`src/rtl/fetch_queue_pkg.sv`:
```
`default_nettype none
// ============================================================================
// Module   : fetch_queue_pkg
// Purpose  : Shared types and constants for the instruction prefetch queue.
//            XLEN, the canonical NOP encoding, the buffered {pc, instr}
//            entry type, and a word-alignment helper.
// Ports    : none (package)
// Revision : 1.0 - initial release
// ============================================================================
package fetch_queue_pkg;

  localparam int XLEN = 32;
  localparam logic [XLEN-1:0] NOP_INSTR = 32'h0000_0013;

  typedef struct packed {
    logic [XLEN-1:0] pc;
    logic [XLEN-1:0] instr;
  } fetch_entry_t;

  // Instruction fetches are always word aligned; low address bits are dropped.
  function automatic logic [XLEN-1:0] word_align(input logic [XLEN-1:0] addr);
    return {addr[XLEN-1:2], 2'b00};
  endfunction

endpackage
`default_nettype wire

```
`src/rtl/fetch_queue_if.sv`:
```
`default_nettype none
// ============================================================================
// Module   : fetch_queue_if
// Purpose  : Bundles the redirect input, the imem request/grant/response bus
//            and the decode-side valid/ready handshake of fetch_queue.
// Ports    : master - fetch_queue side (drives imem_req/addr, out_*)
//            slave  - environment side (drives redirect, gnt, rvalid/rdata,
//                     out_ready)
// Revision : 1.0 - initial release
// ============================================================================
interface fetch_queue_if;
  import fetch_queue_pkg::*;

  logic            redirect_valid;
  logic [XLEN-1:0] redirect_pc;
  logic            imem_req;
  logic [XLEN-1:0] imem_addr;
  logic            imem_gnt;
  logic            imem_rvalid;
  logic [XLEN-1:0] imem_rdata;
  logic            out_valid;
  logic            out_ready;
  logic [XLEN-1:0] out_pc;
  logic [XLEN-1:0] out_instr;

  modport master (
    input  redirect_valid, redirect_pc, imem_gnt, imem_rvalid, imem_rdata, out_ready,
    output imem_req, imem_addr, out_valid, out_pc, out_instr
  );

  modport slave (
    output redirect_valid, redirect_pc, imem_gnt, imem_rvalid, imem_rdata, out_ready,
    input  imem_req, imem_addr, out_valid, out_pc, out_instr
  );

endinterface
`default_nettype wire

```
`src/rtl/fetch_queue_fifo.sv`:
```
`default_nettype none
// ============================================================================
// Module   : fetch_fifo
// Purpose  : DEPTH x 64-bit synchronous FIFO of fetch entries with flush.
//            Simultaneous push and pop are allowed at any occupancy that
//            makes both legal; flush wins over push and pop.
// Ports    : clk, rst (async, active-low), push, pop, flush, push_data,
//            head (zero while empty), count (occupancy)
// Revision : 1.0 - initial release
// ============================================================================
module fetch_fifo
  import fetch_queue_pkg::*;
#(
  parameter int DEPTH = 4
) (
  input  logic                   clk,
  input  logic                   rst,
  input  logic                   push,
  input  logic                   pop,
  input  logic                   flush,
  input  fetch_entry_t           push_data,
  output fetch_entry_t           head,
  output logic [$clog2(DEPTH):0] count
);

  localparam int C_AW = $clog2(DEPTH);
  localparam int C_CW = C_AW + 1;

  fetch_entry_t    mem [DEPTH];
  logic [C_AW-1:0] r_rd_ptr;
  logic [C_AW-1:0] r_wr_ptr;
  logic [C_CW-1:0] r_cnt;
  logic            w_do_pop;
  logic            w_do_push;

  assign w_do_pop  = pop && !flush && (r_cnt != '0);
  // A full FIFO may still accept a push when the head leaves in the same cycle.
  assign w_do_push = push && !flush && ((r_cnt != C_CW'(DEPTH)) || w_do_pop);

  always_ff @(posedge clk or negedge rst) begin
    if (!rst) begin
      r_rd_ptr <= '0;
      r_wr_ptr <= '0;
      r_cnt    <= '0;
    end else if (flush) begin
      r_rd_ptr <= '0;
      r_wr_ptr <= '0;
      r_cnt    <= '0;
    end else begin
      if (w_do_pop)  r_rd_ptr <= r_rd_ptr + C_AW'(1);
      if (w_do_push) r_wr_ptr <= r_wr_ptr + C_AW'(1);
      r_cnt <= r_cnt + C_CW'(w_do_push) - C_CW'(w_do_pop);
    end
  end

  // Storage carries no reset; the head is masked to zero whenever empty.
  always_ff @(posedge clk) begin
    if (w_do_push) mem[r_wr_ptr] <= push_data;
  end

  assign head  = (r_cnt != '0) ? mem[r_rd_ptr] : '0;
  assign count = r_cnt;

endmodule
`default_nettype wire

```
`src/rtl/fetch_queue.sv`:
```
`default_nettype none
// ============================================================================
// Module   : fetch_queue
// Purpose  : Instruction prefetch stage. Issues sequential word fetches,
//            buffers in-order responses as {pc, instr} entries and hands
//            them to decode; a redirect flushes the buffer, discards
//            in-flight responses and restarts at the target.
// Ports    : clk, rst (async, active-low),
//            bus (fetch_queue_if.master): redirect_valid/pc, imem_req/addr/
//            gnt/rvalid/rdata, out_valid/ready/pc/instr
// Revision : 1.0 - initial release
// ============================================================================
module fetch_queue
  import fetch_queue_pkg::*;
#(
  parameter int              DEPTH    = 4,
  parameter int              MAX_OUT  = 2,
  parameter logic [XLEN-1:0] RESET_PC = 32'h0000_0000
) (
  input  logic         clk,
  input  logic         rst,
  fetch_queue_if.master bus
);

  localparam int C_CW = $clog2(DEPTH) + 1;
  localparam int C_OW = $clog2(MAX_OUT) + 1;

  logic [XLEN-1:0] r_fetch_pc;
  logic [XLEN-1:0] r_resp_pc;
  // r_outst counts every granted request not yet answered, including those
  // already marked for discard. Credits therefore bound the total number of
  // responses in flight, and r_discard_cnt can never exceed r_outst.
  logic [C_OW-1:0] r_outst;
  logic [C_OW-1:0] r_discard_cnt;

  logic [C_CW-1:0] w_occ;
  logic            w_req;
  logic            w_gnt_fire;
  logic            w_drop;
  logic            w_push;
  logic            w_pop;
  logic            w_out_valid;
  fetch_entry_t    w_head;
  fetch_entry_t    w_push_data;

  assign w_req = rst && !bus.redirect_valid
              && (r_outst < C_OW'(MAX_OUT))
              && ((32'(w_occ) + 32'(r_outst)) < 32'(DEPTH));

  assign w_gnt_fire  = w_req && bus.imem_gnt;
  assign w_drop      = (r_discard_cnt != '0);
  assign w_push      = bus.imem_rvalid && !w_drop && !bus.redirect_valid;
  assign w_out_valid = (w_occ != '0) && !bus.redirect_valid;
  assign w_pop       = w_out_valid && bus.out_ready;
  assign w_push_data = '{pc: r_resp_pc, instr: bus.imem_rdata};

  always_ff @(posedge clk or negedge rst) begin
    if (!rst) begin
      r_fetch_pc    <= RESET_PC;
      r_resp_pc     <= RESET_PC;
      r_outst       <= '0;
      r_discard_cnt <= '0;
    end else if (bus.redirect_valid) begin
      r_fetch_pc    <= word_align(bus.redirect_pc);
      r_resp_pc     <= word_align(bus.redirect_pc);
      // Everything still in flight after this cycle belongs to the old path.
      r_outst       <= r_outst - C_OW'(bus.imem_rvalid);
      r_discard_cnt <= r_outst - C_OW'(bus.imem_rvalid);
    end else begin
      if (w_gnt_fire) r_fetch_pc <= r_fetch_pc + 32'd4;
      if (w_push)     r_resp_pc  <= r_resp_pc + 32'd4;
      r_outst <= r_outst + C_OW'(w_gnt_fire) - C_OW'(bus.imem_rvalid);
      if (bus.imem_rvalid && w_drop) r_discard_cnt <= r_discard_cnt - C_OW'(1);
    end
  end

  fetch_fifo #(
    .DEPTH (DEPTH)
  ) u_fifo (
    .clk       (clk),
    .rst       (rst),
    .push      (w_push),
    .pop       (w_pop),
    .flush     (bus.redirect_valid),
    .push_data (w_push_data),
    .head      (w_head),
    .count     (w_occ)
  );

  assign bus.imem_req  = w_req;
  assign bus.imem_addr = r_fetch_pc;
  assign bus.out_valid = w_out_valid;
  assign bus.out_pc    = w_head.pc;
  assign bus.out_instr = w_head.instr;

`ifndef SYNTHESIS
  a_rvalid_needs_outstanding: assert property (
    @(posedge clk) disable iff (!rst) bus.imem_rvalid |-> (r_outst != '0)
  );
`endif

endmodule
`default_nettype wire

```
`src/flat_wrapper.sv`:
```
// flat-port wrapper written by rule: the top's interface ports become plain ports
module fetch_queue_flat import fetch_queue_pkg::*;
#(
  parameter int              DEPTH    = 4,
  parameter int              MAX_OUT  = 2,
  parameter logic [XLEN-1:0] RESET_PC = 32'h0000_0000
)
  (clk, rst, bus_redirect_valid, bus_redirect_pc, bus_imem_gnt, bus_imem_rvalid, bus_imem_rdata, bus_out_ready, bus_imem_req, bus_imem_addr, bus_out_valid, bus_out_pc, bus_out_instr);
  fetch_queue_if bus_i ();
  input  logic clk;
  input  logic rst;
  input wire logic [$bits(bus_i.redirect_valid)-1:0] bus_redirect_valid;
  input wire logic [$bits(bus_i.redirect_pc)-1:0] bus_redirect_pc;
  input wire logic [$bits(bus_i.imem_gnt)-1:0] bus_imem_gnt;
  input wire logic [$bits(bus_i.imem_rvalid)-1:0] bus_imem_rvalid;
  input wire logic [$bits(bus_i.imem_rdata)-1:0] bus_imem_rdata;
  input wire logic [$bits(bus_i.out_ready)-1:0] bus_out_ready;
  output wire logic [$bits(bus_i.imem_req)-1:0] bus_imem_req;
  output wire logic [$bits(bus_i.imem_addr)-1:0] bus_imem_addr;
  output wire logic [$bits(bus_i.out_valid)-1:0] bus_out_valid;
  output wire logic [$bits(bus_i.out_pc)-1:0] bus_out_pc;
  output wire logic [$bits(bus_i.out_instr)-1:0] bus_out_instr;
  assign bus_i.redirect_valid = bus_redirect_valid;
  assign bus_i.redirect_pc = bus_redirect_pc;
  assign bus_i.imem_gnt = bus_imem_gnt;
  assign bus_i.imem_rvalid = bus_imem_rvalid;
  assign bus_i.imem_rdata = bus_imem_rdata;
  assign bus_i.out_ready = bus_out_ready;
  assign bus_imem_req = bus_i.imem_req;
  assign bus_imem_addr = bus_i.imem_addr;
  assign bus_out_valid = bus_i.out_valid;
  assign bus_out_pc = bus_i.out_pc;
  assign bus_out_instr = bus_i.out_instr;
  fetch_queue #(.DEPTH(DEPTH), .MAX_OUT(MAX_OUT), .RESET_PC(RESET_PC)) u_core (.clk(clk), .rst(rst), .bus(bus_i));
endmodule
```
`config.mk`:
```
export PLATFORM = sky130hd
export DESIGN_NAME = fetch_queue_flat
export DESIGN_NICKNAME = d
export VERILOG_FILES = /design/src/rtl/fetch_queue_pkg.sv /design/src/rtl/fetch_queue_if.sv /design/src/rtl/fetch_queue_fifo.sv /design/src/rtl/fetch_queue.sv /design/src/flat_wrapper.sv
export SDC_FILE = /design/constraint.sdc
export NUM_CORES = 1
export LEC_CHECK = 0
export ABC_CLOCK_PERIOD_IN_PS = 5940
export CORE_MARGIN = 10
export CORE_UTILIZATION = 65
export CTS_BUF_LIST = sky130_fd_sc_hd__clkbuf_16
export DETAILED_ROUTE_END_ITERATION = 10
export DONT_BUFFER_PORTS = 1
export GPL_TIMING_DRIVEN = 0
export PLACE_DENSITY = 0.81
export SLEW_MARGIN = 15
export SYNTH_ARGS = -nofsm -noshare
export SYNTH_HDL_FRONTEND = slang
export SYNTH_SLANG_ARGS = --single-unit
```
`constraint.sdc`:
```
create_clock -name clk -period 5.94 [get_ports clk]
set_input_delay 1.485 -clock clk [delete_from_list [all_inputs] [get_ports clk]]
set_output_delay 1.485 -clock clk [all_outputs]
set_load 0.005 [all_outputs]
```
==> impl_metrics.toml <==
[clock_tree]
cts_hold_buf = 0
cts_max_level = 1
cts_made_buffers = 31
cts_resized = 0
path_clk_slew_ns = 0.06
clockRootBuffer = "clkbuf_16"
cts_tree = "yes"
cts_setup_buffers = 0
clock_sinks = 319
insertion_delay_ns = 0.54
cts_buffer_depth = 3

[setup_path]
critPathKind = "input pin to primary output"
max_stage_delay_ns = 0.55
cp_max_fo = 10
endpoint_kind = "primary output"
worstPathCellList = "clkinv_1, clkbuf_1, and3_1"
crit_start = "bus_redirect_valid"
worst-endpoint-required_ns = 4.45
worst_path_max_delay_cell = "clkbuf_1"
critPathLaunchType = "input pin"
r2r-start = "u_core.r_discard_cnt[1]$_DFFE_PN0P_"
critPathArrivalTime_ns = 2.52

[pwr]
p_per_area_nw_per_um2 = 391.6
total_power_mw = 5.818
switching_power_mw = 1.570
combPwrFrac = 0.195
p_clk_frac = 0.345
sw_frac_of_total = 0.2699
power.leakage_nw = 5.092
peakVddDrop_mv = 0.2004
p_int_mw = 4.248
pwr-share-seq = 0.460

[synth]
synth_top_area_frac = 0.5571
yosys.area_share.simple = 0.1016
avgSynthCellArea_um2 = 16.20
synth_area_leader_cell = "edfxtp_1"
netlist_area_um2 = 13370
synth_top_family_by_area = "multiplexers"
synth_seq_area_share = 0.6900
synth_mux_area_frac = 0.1136
synth-xor-area-share = 0.02752
yosys_register_bits = 319
synth_cells = 825
yosysWarnings = 0
synthDistinctLibCells = 47
synth-compound-area-share = 0.03501
synth_area_leaders = "edfxtp_1 56%, dfrtp_1 13%, mux4_2 10%"
async_flop_share = 0.2226
synth_fa_ha_area_frac = 0.01273
synth_edf_count = 248
synth-main-ff-cell = "edfxtp_1"

[global_routing]
use_met3 = 0.07929
antenna_found_initial = 0
grt_max_degree = 73
top_usage_layer = "met2"
use_met2 = 0.3523
met1_usage = 0.2883
grt_pass1_wl_um = 46330
grt_usage = 0.2224
grt_pass1_vias = 8088
grt_overflow_total = 0

[final_layout]
area_delta_synth_final_pct = 11.13
layoutNonFillerInstCount = 1159
nFillCells = 1185
nets = 948
mostFrequentLayoutCell = "edfxtp_1"
diodes = 0
seq_area_um2 = 9224
final_cell_area_um2 = 14860
drive_gt1_frac = 0.1744
multiInputGateArea_um2 = 3909
utilization = 0.7342
final_cell_mix = "248 x edfxtp_1, 71 x dfrtp_1, 68 x and2_1"

[die]
die_h_um = 163.4
start_util = 0.6606
core_um2 = 20230
io_pins = 168
rows = 52
die_area_um2 = 26700
dieWidth_um = 163.4

[hold_path]
min_from = "u_core.r_resp_pc[29]$_DFFE_PN0N_"
hold_class = "register to register"

[detailed_routing]
avgViaCountPerCell = 6.482
drt-total-wl_um = 29630
wire_per_inst_um = 25.57
dr.pass1.iters = 6
drc = 0
num_vias = 7513
postRouteAntennaNets = 0
drt_iter0_markers = 685

[placed_design]
dp_cells = 1102
port_buffers = 0
hpwlAfterDp_um = 19740
place_ws_ns = 1.970
globalplace.congestion = 0.8516
dpl_cell_area_um2 = 13810

[timing]
period_needed_ns = 4.009
fin_ws_ns = 1.931
setup_violations = 0
finalSetupTns_ns = 0
clock.fmax_mhz = 249.5
rsz0062_at_grt = "no"
worstMarginPinSlew_ns = 0.9028
fin_crit_sh = 0.6748
hold-worst-slack_ns = 0.5784
slew_headroom = 0.3935
hold_viol = 0
slew_violations = 0
finClkSkew_ns = 0.01771

[job]
max_cap_violations = 0

[outcome]
status = "completed"
## path summary, 6_finish.rpt
path                                                   endpoint  slack (ns)  depth (start not counted)
setup / recovery                                   bus_imem_req        1.93                          3
hold / removal               u_core.u_fifo.mem[0][61]$_DFFE_PP_        0.58                          0
setup reg to reg               u_core.u_fifo.count[2]$_DFF_PN0_        2.89                         12
hold reg to reg              u_core.u_fifo.mem[0][61]$_DFFE_PP_        0.58                          0
max in group asynchronous      u_core.r_resp_pc[20]$_DFFE_PN0N_        5.19                          0
min in group asynchronous  u_core.bus.imem_addr[10]$_DFFE_PN0N_        0.63                          0
## layer usage
layer | up-vias | wire length, um
met4 | 0 | 635
met1 | 3772 | 11320
li1 | 3248 | -
met2 | 428 | 14060
met5 | - | 0
met3 | 65 | 3612
## sequential cells by signal (all words and copies together), names as in the netlist
signal and count:
u_core.u_fifo.mem 248, u_core.r_resp_pc 30, u_core.r_outst 2, u_core.bus.imem_addr 30, u_core.u_fifo.count 3, u_core.u_fifo.r_rd_ptr 2, u_core.u_fifo.r_wr_ptr 2, u_core.r_discard_cnt 2
## synth_stat cells, types with 2 or more instances
cell type,instances
a21oi_1,5
a31oi_1,7
and2_1,72
and3_1,11
and4_1,3
buf_1,4
buf_2,10
buf_4,6
clkbuf_1,24
dfrtp_1,71
edfxtp_1,248
ha_1,12
inv_1,14
mux2_2,10
mux4_2,62
nand2_1,47
nand3_1,39
nand3b_1,2
nand4_1,23
nor2_1,25
nor2b_1,2
nor3_1,4
nor4_4,2
nor4b_1,3
o211ai_1,12
o21ai_0,37
o311ai_0,8
or3_1,3
xnor2_1,15
xor2_1,27
## cells by family after synthesis
group	count (synthesis)
buffers and inverters	59
and+or+nand+nor	243
DFF	319
AOI/OAI and AO/OA	75
xor gates and xnor gates	42
other	1
muxes	73
adders and majority gates	13
## worst max-delay path, delay by kind of cell
| kind | cells | cell delay, ns |
|---|---|---|
| buffers and inverters | 2 | 0.71 |
| AND/OR/NAND/NOR | 1 | 0.32 |
## area by class of cell
class | count | area share
clock inverters | 26 | 0.01836
inverters | 15 | 0.003790
multi-input cells | 450 | 0.2631
well taps | 270 | 0.02274
flip-flops and latches | 319 | 0.6209
repair buffers | 4 | 0.005390
clock buffers | 31 | 0.05222
plain buffers | 44 | 0.01348
## power groups by stage
stage / clock (mW) / sequential, mW / combinational (mW)
finish: 2.01 / 2.67 / 1.14
CTS: 2.04 / 2.67 / 1.17
floorplan: 0 / 2.67 / 0.849
detailed placement: 0 / 2.72 / 1.16
global route: 2.13 / 2.69 / 1.25
global placement: 0 / 2.70 / 1.12
Power figures use the tool's default switching activity.
